$ cat src/rtl/mmio_pkg.sv
// Shared register offsets, STATUS bit positions and transmitter FSM encoding
// for the memory-mapped UART transmitter.
package mmio_pkg;

  localparam logic [2:0] TXDATA_OFS = 3'd0;
  localparam logic [2:0] STATUS_OFS = 3'd4;

  localparam int unsigned ST_BUSY  = 0;
  localparam int unsigned ST_FULL  = 1;
  localparam int unsigned ST_EMPTY = 2;
  localparam int unsigned ST_OVF   = 3;

  typedef enum logic [1:0] {IDLE, START, DATA, STOP} tx_state_t;

endpackage

$ cat src/rtl/sync_fifo.sv
// Single-clock FIFO with wrap-around pointers and an occupancy counter.
// The head entry is presented combinationally on dout.
module sync_fifo #(
  parameter int unsigned WIDTH = 8,
  parameter int unsigned DEPTH = 4
) (
  input  logic             clk,
  input  logic             reset,
  input  logic             push,
  input  logic             pop,
  input  logic [WIDTH-1:0] din,
  output logic [WIDTH-1:0] dout,
  output logic             full,
  output logic             empty
);

  localparam int unsigned AW = $clog2(DEPTH);

  logic [WIDTH-1:0] mem [DEPTH];
  logic [AW-1:0]    wr_ptr;
  logic [AW-1:0]    rd_ptr;
  logic [AW:0]      count;
  logic             do_push;
  logic             do_pop;

  // Push is judged on the pre-edge full flag, so a simultaneous pop never frees room.
  assign do_push = push && !full;
  assign do_pop  = pop && !empty;

  assign full  = (count == (AW+1)'(DEPTH));
  assign empty = (count == '0);
  assign dout  = mem[rd_ptr];

  always_ff @(posedge clk) begin
    if (do_push) mem[wr_ptr] <= din;
  end

  always_ff @(posedge clk) begin
    if (reset) begin
      wr_ptr <= '0;
      rd_ptr <= '0;
      count  <= '0;
    end else begin
      if (do_push) wr_ptr <= wr_ptr + 1'b1;
      if (do_pop)  rd_ptr <= rd_ptr + 1'b1;
      case ({do_push, do_pop})
        2'b10:   count <= count + 1'b1;
        2'b01:   count <= count - 1'b1;
        default: count <= count;
      endcase
    end
  end

endmodule

$ cat src/rtl/mmio_uart_tx.sv
// Memory-mapped 8N1 serial transmitter: TXDATA/STATUS register window,
// TX FIFO, sticky overflow flag, and the start/data/stop shifting FSM.
module mmio_uart_tx
  import mmio_pkg::*;
#(
  parameter logic [31:0] BASE_ADDR    = 32'hFFFF_FF00,
  parameter int unsigned CLKS_PER_BIT = 4,
  parameter int unsigned FIFO_DEPTH   = 4
) (
  input  logic        clk,
  input  logic        reset,
  input  logic        memwrite,
  input  logic [31:0] dataadr,
  input  logic [31:0] writedata,
  output logic        sel,
  output logic [31:0] rdata,
  output logic        tx,
  output logic        busy,
  output logic        tx_done
);

  localparam int unsigned BW = $clog2(CLKS_PER_BIT);
  localparam logic [BW-1:0] BAUD_LAST = BW'(CLKS_PER_BIT - 1);

  tx_state_t     state, state_n;
  logic [BW-1:0] baud, baud_n;
  logic [2:0]    bit_cnt, bit_n;
  logic [7:0]    shreg, shreg_n;
  logic          tx_n;
  logic          done_n;
  logic          overflow;

  logic          wr_en;
  logic          is_status;
  logic          push_req;
  logic          status_wr;
  logic          fifo_pop;
  logic [7:0]    fifo_dout;
  logic          fifo_full;
  logic          fifo_empty;
  logic          unused_bits;

  assign unused_bits = ^{dataadr[1:0], writedata[31:8]};

  assign sel       = (dataadr[31:3] == BASE_ADDR[31:3]);
  assign wr_en     = memwrite && sel;
  assign is_status = (dataadr[2] == STATUS_OFS[2]);
  assign push_req  = wr_en && !is_status;
  assign status_wr = wr_en && is_status;
  assign busy      = (state != IDLE) || !fifo_empty;

  sync_fifo #(
    .WIDTH (8),
    .DEPTH (FIFO_DEPTH)
  ) u_fifo (
    .clk   (clk),
    .reset (reset),
    .push  (push_req),
    .pop   (fifo_pop),
    .din   (writedata[7:0]),
    .dout  (fifo_dout),
    .full  (fifo_full),
    .empty (fifo_empty)
  );

  // A dropped push outranks a same-edge STATUS write.
  always_ff @(posedge clk) begin
    if (reset)                       overflow <= 1'b0;
    else if (push_req && fifo_full)  overflow <= 1'b1;
    else if (status_wr)              overflow <= 1'b0;
  end

  always_comb begin
    rdata = '0;
    if (sel && is_status) begin
      rdata[ST_BUSY]  = busy;
      rdata[ST_FULL]  = fifo_full;
      rdata[ST_EMPTY] = fifo_empty;
      rdata[ST_OVF]   = overflow;
    end
  end

  always_ff @(posedge clk) begin
    if (reset) begin
      state   <= IDLE;
      baud    <= '0;
      bit_cnt <= '0;
      shreg   <= '0;
      tx      <= 1'b1;
      tx_done <= 1'b0;
    end else begin
      state   <= state_n;
      baud    <= baud_n;
      bit_cnt <= bit_n;
      shreg   <= shreg_n;
      tx      <= tx_n;
      tx_done <= done_n;
    end
  end

  always_comb begin
    state_n  = state;
    baud_n   = (baud == BAUD_LAST) ? '0 : baud + 1'b1;
    bit_n    = bit_cnt;
    shreg_n  = shreg;
    fifo_pop = 1'b0;
    done_n   = 1'b0;
    case (state)
      IDLE: begin
        baud_n = '0;
        if (!fifo_empty) begin
          state_n  = START;
          fifo_pop = 1'b1;
          shreg_n  = fifo_dout;
        end
      end
      START: begin
        if (baud == BAUD_LAST) begin
          state_n = DATA;
          bit_n   = '0;
        end
      end
      DATA: begin
        if (baud == BAUD_LAST) begin
          if (bit_cnt == 3'd7) state_n = STOP;
          else                 bit_n   = bit_cnt + 1'b1;
        end
      end
      STOP: begin
        if (baud == BAUD_LAST) begin
          done_n = 1'b1;
          // Chain straight into the next start bit when more data is queued.
          if (!fifo_empty) begin
            state_n  = START;
            fifo_pop = 1'b1;
            shreg_n  = fifo_dout;
          end else begin
            state_n  = IDLE;
          end
        end
      end
      default: state_n = IDLE;
    endcase
    if (state_n != state) baud_n = '0;

    // tx is registered from the next state so the line changes on the transition edge.
    case (state_n)
      START:   tx_n = 1'b0;
      DATA:    tx_n = shreg_n[bit_n];
      default: tx_n = 1'b1;
    endcase
  end

endmodule

$ cat config.mk
export PLATFORM = sky130hd
export DESIGN_NAME = mmio_uart_tx
export DESIGN_NICKNAME = d
export VERILOG_FILES = /design/src/rtl/mmio_pkg.sv /design/src/rtl/sync_fifo.sv /design/src/rtl/mmio_uart_tx.sv
export SDC_FILE = /design/constraint.sdc
export NUM_CORES = 1
export LEC_CHECK = 0
export ABC_AREA = 1
export BUFFER_PORTS_ARGS = -buffer_cell sky130_fd_sc_hd__buf_2
export CORE_ASPECT_RATIO = 1.25
export CORE_MARGIN = 2
export CORE_UTILIZATION = 30
export DETAILED_ROUTE_END_ITERATION = 16
export GPL_TIMING_DRIVEN = 0
export MAX_ROUTING_LAYER = met4
export PLACE_DENSITY = 0.59
export RECOVER_POWER = 100
export SYNTH_ARGS = -nofsm -noshare
export SYNTH_HDL_FRONTEND = slang
export SYNTH_SLANG_ARGS = --single-unit
$ cat constraint.sdc
create_clock -name clk -period 5.4 [get_ports clk]
set_input_delay 1.35 -clock clk [delete_from_list [all_inputs] [get_ports clk]]
set_output_delay 1.35 -clock clk [all_outputs]
set_load 0.02 [all_outputs]
=== Yosys cells after proc, flatten, opt, wreduce, memory -nomap -nowiden ===
Memory sizes are Yosys's and may differ from the RTL's. A register that Yosys moved wholly into a read port is not among the register bits.
Index checks and enable logic that the tools add are counted.

* Eq/ne operators: 12
* Bitwise operators: 1
* Reductions and logical operators: 18
* Multiplexer cells: 29
* Order comparisons: 1
* $add $sub $neg: 6

{| class="wikitable"
|+ Operator list
! cell !! number
|-
| $eq 29x29->1 const B || 1
|-
| $mux 8 || 2
|-
| $pmux 8 s2 || 1
|-
| $mux 2 || 7
|-
| $pmux 3 s2 || 2
|-
| $eq 2x2->1 const B || 5
|-
| $mux 1 || 9
|-
| $mux 3 || 3
|-
| $pmux 2 s4 || 1
|-
| $logic_and 1x1->1 || 7
|-
| $add 2x1->2 const B || 3
|-
| $add 3x1->3 const B || 2
|-
| $eq 2x1->1 const B || 3
|-
| $eq 3x3->1 const B || 2
|-
| $reduce_bool 2->1 || 3
|-
| $lt 3x4->1 const B || 1
|-
| $mux 4 || 1
|-
| $pmux 1 s2 || 2
|-
| $reduce_or 4->1 || 1
|-
| $bmux 1 s3 || 1
|-
| $logic_not 1->1 || 3
|-
| $logic_not 3->1 || 1
|-
| $sub 3x1->3 const B || 1
|-
| $logic_not 2->1 || 1
|-
| other kinds (4) || 4
|}

* Word-level logic and storage cells: 78
* Bits of input ports: 67
* Output and inout port bits: 36
* Memories: 1
* Bits in writable memories: 32
* Flip-flop bits (word level): 25

{| class="wikitable"
|+ Memories
! memory !! words !! width !! rd ports !! clocked after Yosys merged registers in !! write ports !! line !! RTL
|-
| u_fifo.mem || 4 || 8 || 1 || 1 || 1 || sync_fifo.sv:19 || <nowiki>logic [WIDTH-1:0] mem [DEPTH];</nowiki>
|}

=== Logic depth before layout (Yosys ltp) ===
Gate-level depths: netlist of run 1.

* Depth after elaboration: 7
* Depth in mapped cells: 15
* Mapped depth without buffers: 15

=== Cells and area by module ===
Synthesis of run 1 repeated with hierarchy kept, for this count alone.

* Cells, all modules: 361
* Area total of the unflattened synthesis: 3153.0 um^2

{| class="wikitable"
|+ Modules (own cells, without submodules)
! module !! cells an instance !! area each (um^2) !! instances
|-
| sync_fifo || 146 || 1691.6 || 1
|-
| mmio_uart_tx || 215 || 1461.4 || 1
|}

=== Worst setup path after synthesis of run 1 ===
OpenSTA, ideal clock, no wires.

* Path kind: in2out
* Start: in dataadr[3]
* End: out rdata[0]
* Path slack: 1419 ps
* Buffers on the path: 0
* Required time: 4050 ps
* Cell stages on the path: 6
* Data arrival time: 2631 ps
* Cells stage by stage: or3_1 > nor3_2 > nand2_2 > inv_1 > nand2_1 > a21oi_1

* Longest elaborated chain between the ends: 3

{| class="wikitable"
|+ RTL lines
! what !! line !! RTL
|-
| from (decl) || mmio_uart_tx.sv:13 || <nowiki>input logic [31:0] dataadr,</nowiki>
|-
| $eq 29x29->1 || mmio_uart_tx.sv:45 || <nowiki>assign sel = (dataadr[31:3] == BASE_ADDR[31:3]);</nowiki>
|-
| net sel || mmio_uart_tx.sv:15 || <nowiki>output logic sel,</nowiki>
|-
| $logic_and 1x1->1 || mmio_uart_tx.sv:75 || <nowiki>if (sel && is_status) begin</nowiki>
|-
| $mux 4 || mmio_uart_tx.sv:75 ||
|-
| to (decl) || mmio_uart_tx.sv:16 || <nowiki>output logic [31:0] rdata,</nowiki>
|}

The timed path passes the listed nets, and every way through them passes these cells.

=== Final worst setup path of run 1 ===
* Start: in dataadr[3]
* End: out rdata[0]

* Longest elaborated chain between the ends: 3

{| class="wikitable"
|+ RTL lines
! what !! line
|-
| $eq 29x29->1 || mmio_uart_tx.sv:45
|-
| $logic_and 1x1->1 || mmio_uart_tx.sv:75
|-
| $mux 4 || mmio_uart_tx.sv:75
|}

No other way between the ends.

==> Flow_metrics.wiki, run 1 <==
{| class="wikitable"
! Metric !! Value
|-
| Worst setup path category || primary input to output pin
|-
| Resized cells post-CTS || 0
|-
| Fill cells || 1043
|-
| Overall fraction of global-route tracks in use || 0.118
|-
| Sort of element at the end of the critical path || output pin
|-
| Clk_lat worst skew || 0.32 ns
|-
| Chip Width || 95.6 um
|-
| Crit path arrival time || approximately 2.6 ns
|-
| Worst vdd ir || 0.235 mV
|-
| CP max FO || 4
|-
| Count of mapped cells out of synthesis || 388
|-
| Worst Skew || 0.00870 ns
|-
| Combinational fraction of design power || 0.292
|-
| RSZ-0062 raised after global routing || no
|-
| CP Launch Type || primary input
|-
| Final hold viol count || 0
|-
| P_sw || about 0.48 mW
|-
| Reg2Reg Setup Slack || 2.60 ns
|-
| Startpoint of the tightest hold check path || baud[0]
|-
| Count of antenna-violating nets left after detailed routing || 0
|-
| Maximum clock rate || 251 MHz
|-
| Dominant cell type by area after synthesis || edfxtp_1
|-
| Internal power of the cells || 0.953 mW
|-
| Diode insertion count for antenna repair || 0
|-
| Reg power frac || 0.365
|-
| Cell types with the largest area share after synthesis || edfxtp_1, dfxtp_1, nand2_1
|-
| Number of max-capacitance violations reported || 0
|-
| Number of port buffers || 47
|-
| Number of vias in the routed layout || ~2500
|-
| Area growth syn-to-layout || 22.5%
|-
| Starting DRT DRC Count || 95
|-
| Flops & latches, synth || ~60
|-
| Startpoint of the lowest-slack register-to-register path || state[1]
|-
| Top Ports || 103
|-
| Placement Rows || 41
|-
| Area of the core || between 10000 and 15000 um2
|-
| H-Tree Level Count || 3
|-
| Stage delay of the slowest cell on the critical path || 0.36 ns
|-
| Design area || 3860 um2
|-
| Number of detailed-route iterations in the first pass || 4
|-
| Setup TNS || 0 ns
|-
| Final weighted congestion of routability-driven global placement || ~0.75
|-
| Antenna violations before repair || 0
|-
| Drt via density || 4.14
|-
| Number of buffers added to fix hold violations after cts || 0
|-
| Pin count of the biggest net entering global routing || 11
|-
| Pwr Density || 372 nW/um2
|-
| Total die area || between 10000 and 15000 um2
|-
| DPL Wire Length || ~4600 um
|-
| Maximum clock path buffer count || 2
|-
| Hold crit path type || flip-flop to flip-flop
|-
| Number of remaining DRC errors || 0
|-
| Fin nets || 553
|-
| Clock buffer count from CTS || 9
|-
| Destination of the worst register-to-register timing path || u_fifo.count[2]
|-
| Status || finished clean
|-
| Number of synthesis warnings || 0
|-
| First-pass GRT wire length || approximately 10000 um
|-
| Initial core utilization || 0.310
|-
| Final Max Slew Viols || 0
|-
| Post-synthesis area per instance || around 8.1 um2
|-
| CTS clock-pin slew for the worst setup and hold paths || 0.05 ns
|-
| Buffers inserted by post-CTS timing repair || 0
|-
| Share of synthesized area occupied by flip-flops and latches || 0.477
|-
| Actual transition at the worst max-transition pin || between 0.8 and 0.9 ns
|-
| Cells along the critical path || buf_2, or3_1, nor3_1, nand2_2, inv_1, nand2_1, a21oi_1, clkbuf_1
|-
| Proportion of total power due to net switching || 0.335
|-
| Shortest clock period the worst path allows after layout || 3.99 ns
|-
| Area post-placement || 3640 um2
|-
| Clk network pwr share || 0.343
|-
| Cell variety after synth || 33
|-
| Via count of the first global-routing pass || 2446
|-
| TritonCTS clock tree || built
|-
| P_leak || 1.84 nW
|-
| Root buffer selected by CTS || clkbuf_16
|-
| Post-synthesis instance area || 3150 um2
|-
| Synth top area share || 0.305
|-
| Cell at the slowest stage of the critical path || or3_1
|-
| Height of the die || roughly 120 um
|-
| Final Hold Slack || roughly 0.43 ns
|-
| Worst max-slew margin expressed relative to the limit || 0.435
|-
| Number of cells on the worst hold path || 1
|-
| Routed length per instance || 9.67 um
|-
| Number of failing setup endpoints in the final timing report || 0
|-
| Grt total ovfl || 0
|-
| Post-route fraction of the period consumed by the critical path || 0.738
|-
| Register-to-Register Path Depth || 13
|-
| Total wire length after detailed routing || 5870 um
|-
| Worst endpoint required time || just over 4 ns
|-
| Design Power || 1.43 mW
|-
| Layout cell share with drive strength beyond 1 || 0.178
|-
| Worst hold endpoint || baud[0]
|-
| TritonCTS sink count || 59
|}
through the flow:
stage | instances | worst slack [ns] | util
after floorplan | 415 | 1.42 | -
after global placement | 591 | 1.49 | 0.359
after detailed placement | 591 | 1.47 | 0.359
after CTS | 607 | 1.48 | 0.385
after global routing | 607 | 1.29 | 0.380
final | 607 | 1.41 | 0.380
cell type report:
cell class | count | area (um2) | share of cell area
clock inverters | 6 | 32.5 | 0.00844
multi-input cells | 255 | 1220 | 0.315
inverters | 65 | 244 | 0.0633
plain buffers | 36 | 256 | 0.0665
clock buffers | 10 | 229 | 0.0594
well taps | 129 | 161 | 0.0419
flip-flops and latches | 59 | 1500 | 0.389
repair buffers | 47 | 215 | 0.0558
cell families after synthesis:
group,after synthesis,share of synthesized area
AND/OR/NAND/NOR,180,0.249
buffers and inverters,101,0.161
flip-flops,59,0.477
AO/OA/AOI/OAI,34,0.0577
adder cells (fa/ha/maj),13,0.0541
other,1,0.00119
how the worst max path moves through the flow:
stage	startpoint	to	cells past startpoint
floorplan	dataadr[3]	rdata[0]	6
CTS	dataadr[3]	rdata[0]	8
finish	dataadr[3]	rdata[0]	8
detailed placement	dataadr[3]	rdata[0]	8
global route	dataadr[3]	rdata[0]	8
global placement	dataadr[3]	rdata[0]	8
state kept, by name (all words and copies together), names as in the netlist, named ones only:
signal / count
bit_cnt: 3
shreg: 8
state: 2
baud: 2
overflow: 1
u_fifo.count: 3
u_fifo.wr_ptr: 2
tx: 1
tx_done: 1
u_fifo.rd_ptr: 2
u_fifo.mem: 32
cells in the final DEF (no fill, tap or decap), types with 2 or more instances in the layout:
master / Yosys / final
nand2_1: 95 / 96
clkinv_1: 1 / 4
nor3_1: 4 / 5
conb_1: 1 / 28
o21ai_0: 9 / 10
buf_2: 1 / 32
o21bai_1: 2 / 2
inv_2: 2 / 2
a21oi_1: 17 / 17
clkbuf_1: 2 / 20
dfxtp_1: 27 / 27
nand2_2: 5 / 5
ha_1: 12 / 12
nand4_1: 5 / 5
edfxtp_1: 32 / 32
nor2_1: 31 / 33
inv_1: 62 / 62
clkbuf_16: 0 / 9
nand3_1: 31 / 31
buf_4: 32 / 32
o21ai_1: 3 / 2
layer usage:
metal	track usage	vias to the layer above	part of all wire
met2	0.201	62	0.51
li1	-	1343	-
met5	-	-	0
met3	0.0293	11	0.047
met1	0.130	1099	0.43
met4	0.0482	0	0.018
cell usage after synthesis (all sizes together):
cell	instances
nand2	101
inv	64
buf	34
nor2	34
edfxtp	32
nand3	31
dfxtp	27
a21oi	17
ha	12
o21ai	12
nand4	5
nor3	5
clkbuf	2
o21bai	2
and2	1
clkinv	1
conb	1
fa	1
nand3b	1
o21a	1
o22ai	1
o31ai	1
or2	1
or3	1
worst max-delay path, delay by kind of cell:
family | cells | cell delay [ns]
AND/OR/NAND/NOR | 4 | 0.73
AO/OA/AOI/OAI | 1 | 0.12
buffers and inverters | 3 | 0.42
power by group through the flow:
| stage | registers (mW) | clock network [mW] | logic [mW] |
|---|---|---|---|
| 2_1_floorplan | 0.531 | 0 | 0.333 |
| 3_3_place_gp | 0.531 | 0 | 0.426 |
| 3_5_place_dp | 0.531 | 0 | 0.434 |
| 4_1_cts | 0.523 | 0.502 | 0.436 |
| 5_1_grt | 0.528 | 0.521 | 0.495 |
| 6_report | 0.523 | 0.491 | 0.419 |
(Power assumes the default switching activity.)
==> run 2, diff against run 1 <==
--- a/config.mk
+++ b/config.mk
@@ -13,7 +13,7 @@
 export DETAILED_ROUTE_END_ITERATION = 16
 export GPL_TIMING_DRIVEN = 0
 export MAX_ROUTING_LAYER = met4
-export PLACE_DENSITY = 0.59
+export PLACE_DENSITY = 0.61
 export RECOVER_POWER = 100
 export SYNTH_ARGS = -nofsm -noshare
 export SYNTH_HDL_FRONTEND = slang
==> constraint.sdc (replaced) <==
create_clock -name clk -period 3.4 [get_ports clk]
set_input_delay 0.85 -clock clk [delete_from_list [all_inputs] [get_ports clk]]
set_output_delay 0.85 -clock clk [all_outputs]
set_load 0.02 [all_outputs]
==> run 2 against run 1 <==
  * Clock power rose by 91%
  * Sequential share of layout area fell by 0.47 points
  * Sequential power rose by 59%
  * Largest power group is now the clock network
  * Non-clock buffer count stayed put
  * Critical path type unchanged
  * Cell area rose by 1.2%
  * Total power up 71%
  * Clock-buffer cell count unchanged
  * Register-to-register slack got worse by 2.0 ns
  * Highest routed layer unchanged
==> Flow_metrics.wiki, run 2 (synthesized netlist as in run 1, its figures left out) <==
{| class="wikitable"
! Metric !! Value
|-
| Status || finished clean
|-
| Pin count of the biggest net entering global routing || 11 (unchanged)
|-
| Fin nets || 553 (unchanged)
|-
| Sort of element at the end of the critical path || output pin
|-
| Final weighted congestion of routability-driven global placement || 0.818 (+9.7%)
|-
| Highest-utilization routing layer at the global route stage || met2
|-
| Antenna violations before repair || 0 (unchanged)
|-
| Total die area || 11300 um2 (unchanged)
|-
| Worst max-slew margin expressed relative to the limit || 0.429 (-0.00626)
|-
| Final hold viol count || 0 (unchanged)
|-
| Post-route fraction of the period consumed by the critical path || 0.879
|-
| Root buffer selected by CTS || clkbuf_16
|-
| Fill cells || 1034 (-0.86%)
|-
| Maximum clock rate || around 330 MHz
|-
| Met3 capacity usage during global routing || 0.0312 (+0.00191)
|-
| RSZ-0062 raised after global routing || no
|-
| Count of antenna-violating nets left after detailed routing || 0 (unchanged)
|-
| Number of max-capacitance violations reported || 0 (unchanged)
|-
| Maximum clock path buffer count || 2 (unchanged)
|-
| Overall fraction of global-route tracks in use || 0.120 (+0.00149)
|-
| P_leak || 1.86 nW (+1.2%)
|-
| Worst vdd ir || 0.355 mV (+51%)
|-
| Initial core utilization || 0.310 (unchanged)
|-
| Resized cells post-CTS || 0 (unchanged)
|-
| GR Layer Usage met2 || 0.209 (+0.00743)
|-
| Number of detailed-route iterations in the first pass || 4 (unchanged)
|-
| Startpoint of the lowest-slack register-to-register path || state[1]
|-
| Register-to-Register Path Depth || 13 (unchanged)
|-
| Worst setup path category || primary input to output pin
|-
| Diode insertion count for antenna repair || 0 (unchanged)
|-
| Design area || 3900 um2 (+1.2%)
|-
| TritonCTS clock tree || built
|-
| Shortest clock period the worst path allows after layout || ~3.0 ns
|-
| Buffers inserted by post-CTS timing repair || 0 (unchanged)
|-
| CTS clock-pin slew for the worst setup and hold paths || 0.05 ns (about the same)
|-
| Reg2Reg Setup Slack || 0.61 ns (-1.99 ns)
|-
| Design Power || 2.44 mW (+71%)
|-
| Met1 Use GR || 0.124 (-0.00561)
|-
| Grt total ovfl || 0 (unchanged)
|-
| Number of port buffers || 47 (unchanged)
|-
| Height of the die || 119 um (unchanged)
|-
| Area growth syn-to-layout || 24.1%
|-
| Area post-placement || 3640 um2 (unchanged)
|-
| Cell at the slowest stage of the critical path || or3_1
|-
| Cells along the critical path || buf_2, or3_1, nor3_1, nand2_2, inv_1, nand2_1, a21oi_1, clkbuf_1
|-
| Worst hold endpoint || baud[0]
|-
| Drt via density || 4.14 (about the same)
|-
| Most frequent cells in the layout || nand2_1, inv_1
|-
| Placement Rows || 41 (unchanged)
|-
| Actual transition at the worst max-transition pin || 0.853 ns (+0.00935 ns)
|-
| Number of remaining DRC errors || 0 (unchanged)
|-
| Startpoint of the tightest hold check path || baud[0]
|-
| CP max FO || 4 (unchanged)
|-
| Number of vias in the routed layout || 2514 (-0.040%)
|-
| Most common cell after layout, fill and taps aside || nand2_1
|-
| Layout cell share with drive strength beyond 1 || 0.180 (+0.00209)
|-
| Worst Skew || 0.00473 ns (-0.00397 ns)
|-
| Crit path arrival time || 2.14 ns (-0.50 ns)
|-
| CP Launch Type || primary input
|-
| Register area || 1500 um2 (unchanged)
|-
| Biggest registers after layout || u_fifo.mem x32, shreg x8
|-
| Stage delay of the slowest cell on the critical path || 0.35 ns (about the same)
|-
| H-Tree Level Count || 3 (unchanged)
|-
| DPL Wire Length || 4630 um (+0.93%)
|-
| Starting DRT DRC Count || 89 (-6.3%)
|-
| Number of cells on the worst hold path || 1 (unchanged)
|-
| Clock buffer count from CTS || 9 (unchanged)
|-
| Setup TNS || 0 ns (unchanged)
|-
| Destination of the worst register-to-register timing path || u_fifo.count[2]
|-
| Worst endpoint required time || 2.55 ns (-1.50 ns)
|-
| Via count of the first global-routing pass || 2416 (-1.2%)
|-
| Number of flip-flops in the largest register || 32 (unchanged)
|-
| Total wire length after detailed routing || 6150 um (+4.7%)
|-
| Chip Width || 95.6 um (unchanged)
|-
| Top Ports || 103 (unchanged)
|-
| Final Max Slew Viols || 0 (unchanged)
|-
| Hold crit path type || flip-flop to flip-flop
|-
| First-pass GRT wire length || 10300 um (-0.46%)
|-
| Register with the highest flop count || u_fifo.mem
|-
| Number of buffers added to fix hold violations after cts || 0 (unchanged)
|-
| Area used by multi-input combinational logic || 1220 um2 (unchanged)
|-
| Clk_lat worst skew || 0.33 ns (about the same)
|-
| Pwr Density || 626 nW/um2 (+68%)
|-
| Area of the core || 10200 um2 (unchanged)
|-
| TritonCTS sink count || 59 (unchanged)
|-
| Number of failing setup endpoints in the final timing report || 0 (unchanged)
|-
| Routed length per instance || 10.1 um (+4.7%)
|}
## run 2: report_power, final
part | leakage (nW) | switching [mW] | internal (mW)
Combinational | 1.21 | 0.449 | 0.227
Sequential | 0.506 | 0.0292 | 0.802
Clock | 0.148 | 0.303 | 0.634
## run 2: worst max path at each step
stage                    start               end  slack [ns]  cells after the start
detailed placement  dataadr[3]  u_fifo.mem[1][7]        0.46                      7
global route          state[1]   u_fifo.count[2]        0.23                     13
finish              dataadr[3]          rdata[0]        0.41                      8
floorplan           dataadr[3]          rdata[0]        0.42                      6
global placement    dataadr[3]          rdata[0]        0.49                      8
CTS                 dataadr[3]          rdata[0]        0.49                      8
## run 2: final cells by class
class	instances	area share
inverter	65	0.0625
tap	129	0.0413
timing repair buffer	47	0.0551
buffer	36	0.0657
multi-input combinational	255	0.312
clock inverter	6	0.0205
clock buffer	10	0.0587
sequential	59	0.385
## run 2: routing by layer
layer  share of wire  wire length (um)  vias to the layer above
met5               0                 0                        -
met1            0.41              2540                     1110
met2            0.51              3160                       58
met3           0.051               311                        9
met4           0.022               138                        0
li1                -                 -                     1337
## run 2: per-stage QoR
stage	std cells	utilization	worst slack (ns)	hold WS (ns)
after floorplan	415	-	0.419	0.408
after global placement	591	0.359	0.491	0.416
after detailed placement	591	0.359	0.458	0.442
after CTS	607	0.389	0.491	0.449
after global routing	607	0.384	0.230	0.486
final	607	0.384	0.410	0.448
## run 2: critical path: cells and delay by family
| family | cells | cell delay, ns |
|---|---|---|
| and+or+nand+nor | 4 | 0.74 |
| buffers and inverters | 3 | 0.42 |
| AOI/OAI and AO/OA | 1 | 0.12 |
==> run 3, diff against run 2 <==
--- a/config.mk
+++ b/config.mk
@@ -14,7 +14,7 @@
 export GPL_TIMING_DRIVEN = 0
 export MAX_ROUTING_LAYER = met4
 export PLACE_DENSITY = 0.61
-export RECOVER_POWER = 100
+export SKIP_CTS_REPAIR_TIMING = 1
 export SYNTH_ARGS = -nofsm -noshare
 export SYNTH_HDL_FRONTEND = slang
 export SYNTH_SLANG_ARGS = --single-unit
==> run 3 against run 2 <==
  * Largest cell class unchanged
  * Register-to-register slack improved by 0.20 ns
  * Sequential power is essentially flat
  * Largest power group unchanged
  * Total power up 0.85%
  * Critical path type unchanged
  * Cell area is 1.3% higher
==> Flow_metrics.wiki, run 3 (synthesized netlist as in run 1, its figures left out) <==
{| class="wikitable"
! Metric !! Value
|-
| Status || finished clean
|-
| Register with the highest flop count || u_fifo.mem
|-
| Starting DRT DRC Count || 71 (-20%)
|-
| Grt total ovfl || 0 (unchanged)
|-
| Fill cells || 1018 (-1.5%)
|-
| Root buffer selected by CTS || clkbuf_16
|-
| Placement Rows || 41 (unchanged)
|-
| GR Layer Usage met2 || 0.209 (unchanged)
|-
| Worst hold endpoint || baud[0]
|-
| Destination of the worst register-to-register timing path || u_fifo.count[2]
|-
| Combinational fraction of design power || 0.282 (+0.006)
|-
| Actual transition at the worst max-transition pin || 0.859 ns (+0.00612 ns)
|-
| CTS clock-pin slew for the worst setup and hold paths || 0.05 ns (about the same)
|-
| End-of-flow core utilization || 0.389 (+0.00493)
|-
| Proportion of total power due to net switching || 0.319 (-0.000471)
|-
| Shortest clock period the worst path allows after layout || 2.90 ns (-0.0896 ns)
|-
| Crit path arrival time || 2.05 ns (-0.09 ns)
|-
| Number of failing setup endpoints in the final timing report || 0 (unchanged)
|-
| Total wire length after detailed routing || 6130 um (-0.28%)
|-
| Startpoint of the tightest hold check path || baud[0]
|-
| Maximum clock rate || 345 MHz (+3.1%)
|-
| Routed length per instance || 10.1 um (-0.28%)
|-
| Clk network pwr share || 0.381 (-0.002)
|-
| CP Launch Type || primary input
|-
| Area of the core || 10200 um2 (unchanged)
|-
| Reg2Reg Setup Slack || 0.81 ns (+0.20 ns)
|-
| Min setup slack post-route || 0.500 ns (+0.0896 ns)
|-
| Highest-utilization routing layer at the global route stage || met2
|-
| Final weighted congestion of routability-driven global placement || 0.818 (unchanged)
|-
| Worst Skew || 0.00516 ns (+0.000432 ns)
|-
| Startpoint of the most critical setup path || dataadr[3]
|-
| Diode insertion count for antenna repair || 0 (unchanged)
|-
| Hold crit path type || flip-flop to flip-flop
|-
| Number of vias in the routed layout || 2509 (-0.20%)
|-
| Number of detailed-route iterations in the first pass || 4 (unchanged)
|-
| Drt via density || 4.13 (-0.20%)
|-
| Fin nets || 553 (unchanged)
|-
| Total die area || 11300 um2 (unchanged)
|-
| Clk_lat worst skew || 0.33 ns (about the same)
|-
| Worst setup path category || primary input to output pin
|-
| Reg power frac || 0.337 (-0.003)
|-
| Internal power of the cells || 1.68 mW (+0.92%)
|-
| Design area || 3950 um2 (+1.3%)
|-
| Post-route fraction of the period consumed by the critical path || 0.853 (-0.0264)
|-
| Layout cell share with drive strength beyond 1 || 0.224 (+0.0439)
|-
| Register-to-Register Path Depth || 13 (unchanged)
|-
| Final Max Slew Viols || 0 (unchanged)
|-
| Worst endpoint required time || 2.55 ns (about the same)
|-
| Pre-CTS worst setup slack || 0.458 ns (unchanged)
|-
| Design Power || 2.46 mW (+0.85%)
|-
| Most frequent cells in the layout || nand2_1, inv_1, buf_2
|-
| First-pass GRT wire length || 10300 um (unchanged)
|-
| Initial core utilization || 0.310 (unchanged)
|-
| Met3 capacity usage during global routing || 0.0312 (unchanged)
|-
| Overall fraction of global-route tracks in use || 0.120 (unchanged)
|-
| P_leak || 1.93 nW (+3.6%)
|-
| Worst vdd ir || 0.371 mV (+4.6%)
|-
| Area growth syn-to-layout || 25.6%
|-
| Number of flip-flops in the largest register || 32 (unchanged)
|-
| TritonCTS clock tree || built
|-
| P_sw || 0.786 mW (+0.71%)
|-
| Number of port buffers || 47 (unchanged)
|-
| Pwr Density || 623 nW/um2 (-0.42%)
|-
| Most common cell after layout, fill and taps aside || nand2_1
|-
| DPL Wire Length || 4630 um (unchanged)
|-
| H-Tree Level Count || 3 (unchanged)
|-
| Count of antenna-violating nets left after detailed routing || 0 (unchanged)
|-
| Sort of element at the end of the critical path || output pin
|-
| Startpoint of the lowest-slack register-to-register path || state[1]
|-
| CP max FO || 4 (unchanged)
|-
| Chip Width || 95.6 um (unchanged)
|-
| Maximum clock path buffer count || 2 (unchanged)
|-
| Setup TNS || 0 ns (unchanged)
|-
| Worst max-slew margin expressed relative to the limit || 0.425 (-0.00409)
|-
| Biggest registers after layout || u_fifo.mem x32, shreg x8
|-
| Clock buffer count from CTS || 9 (unchanged)
|-
| Area post-placement || 3640 um2 (unchanged)
|-
| Antenna violations before repair || 0 (unchanged)
|-
| TritonCTS sink count || 59 (unchanged)
|-
| Number of cells on the worst hold path || 1 (unchanged)
|-
| Height of the die || 119 um (unchanged)
|-
| Number of remaining DRC errors || 0 (unchanged)
|-
| Final hold viol count || 0 (unchanged)
|-
| RSZ-0062 raised after global routing || no
|-
| Met1 Use GR || 0.124 (unchanged)
|-
| Number of max-capacitance violations reported || 0 (unchanged)
|-
| Top Ports || 103 (unchanged)
|-
| Via count of the first global-routing pass || 2416 (unchanged)
|-
| Pin count of the biggest net entering global routing || 11 (unchanged)
|}
## run 3: layer usage
| metal | wire, um | share of wire |
|---|---|---|
| met4 | 138 | 0.023 |
| met2 | 3160 | 0.52 |
| met1 | 2530 | 0.41 |
| met5 | 0 | 0 |
| met3 | 300 | 0.049 |
## run 3: how the worst max path moves through the flow
| stage | end | depth (start not counted) |
|---|---|---|
| floorplan | rdata[0] | 6 |
| global placement | rdata[0] | 8 |
| detailed placement | u_fifo.mem[1][7] | 7 |
| CTS | rdata[0] | 8 |
| global route | rdata[1] | 8 |
| finish | rdata[0] | 8 |
## run 3: power groups by stage
stage	Combinational, mW	Sequential, mW	Clock (mW)
2_1_floorplan	0.530	0.843	0
3_3_place_gp	0.677	0.842	0
3_5_place_dp	0.692	0.845	0
4_1_cts	0.699	0.831	0.949
5_1_grt	0.803	0.835	0.982
6_report	0.695	0.831	0.938
## run 3: critical path, cell delays in order
cell and delay (ns):
buf_2 0.09, or3_1 0.37, nor3_2 0.18, nand2_2 0.09
inv_1 0.07, nand2_1 0.09, a21oi_1 0.12, buf_2 0.18
## run 3: stage by stage
step,std cells,hold slack (ns)
floorplan,415,0.408
global placement,591,0.416
detailed placement,591,0.442
CTS,607,0.449
global route,607,0.486
finish,607,0.448
## run 3: cell type report
class	instances	area, um2	share of cell area
clock inverters	6	80.1	0.0203
well taps	129	161	0.0408
repair buffers	47	235	0.0595
clock buffers	10	229	0.0579
inverters	65	244	0.0617
plain buffers	36	264	0.0668
flip-flops and latches	59	1500	0.380
multi-input cells	255	1240	0.313
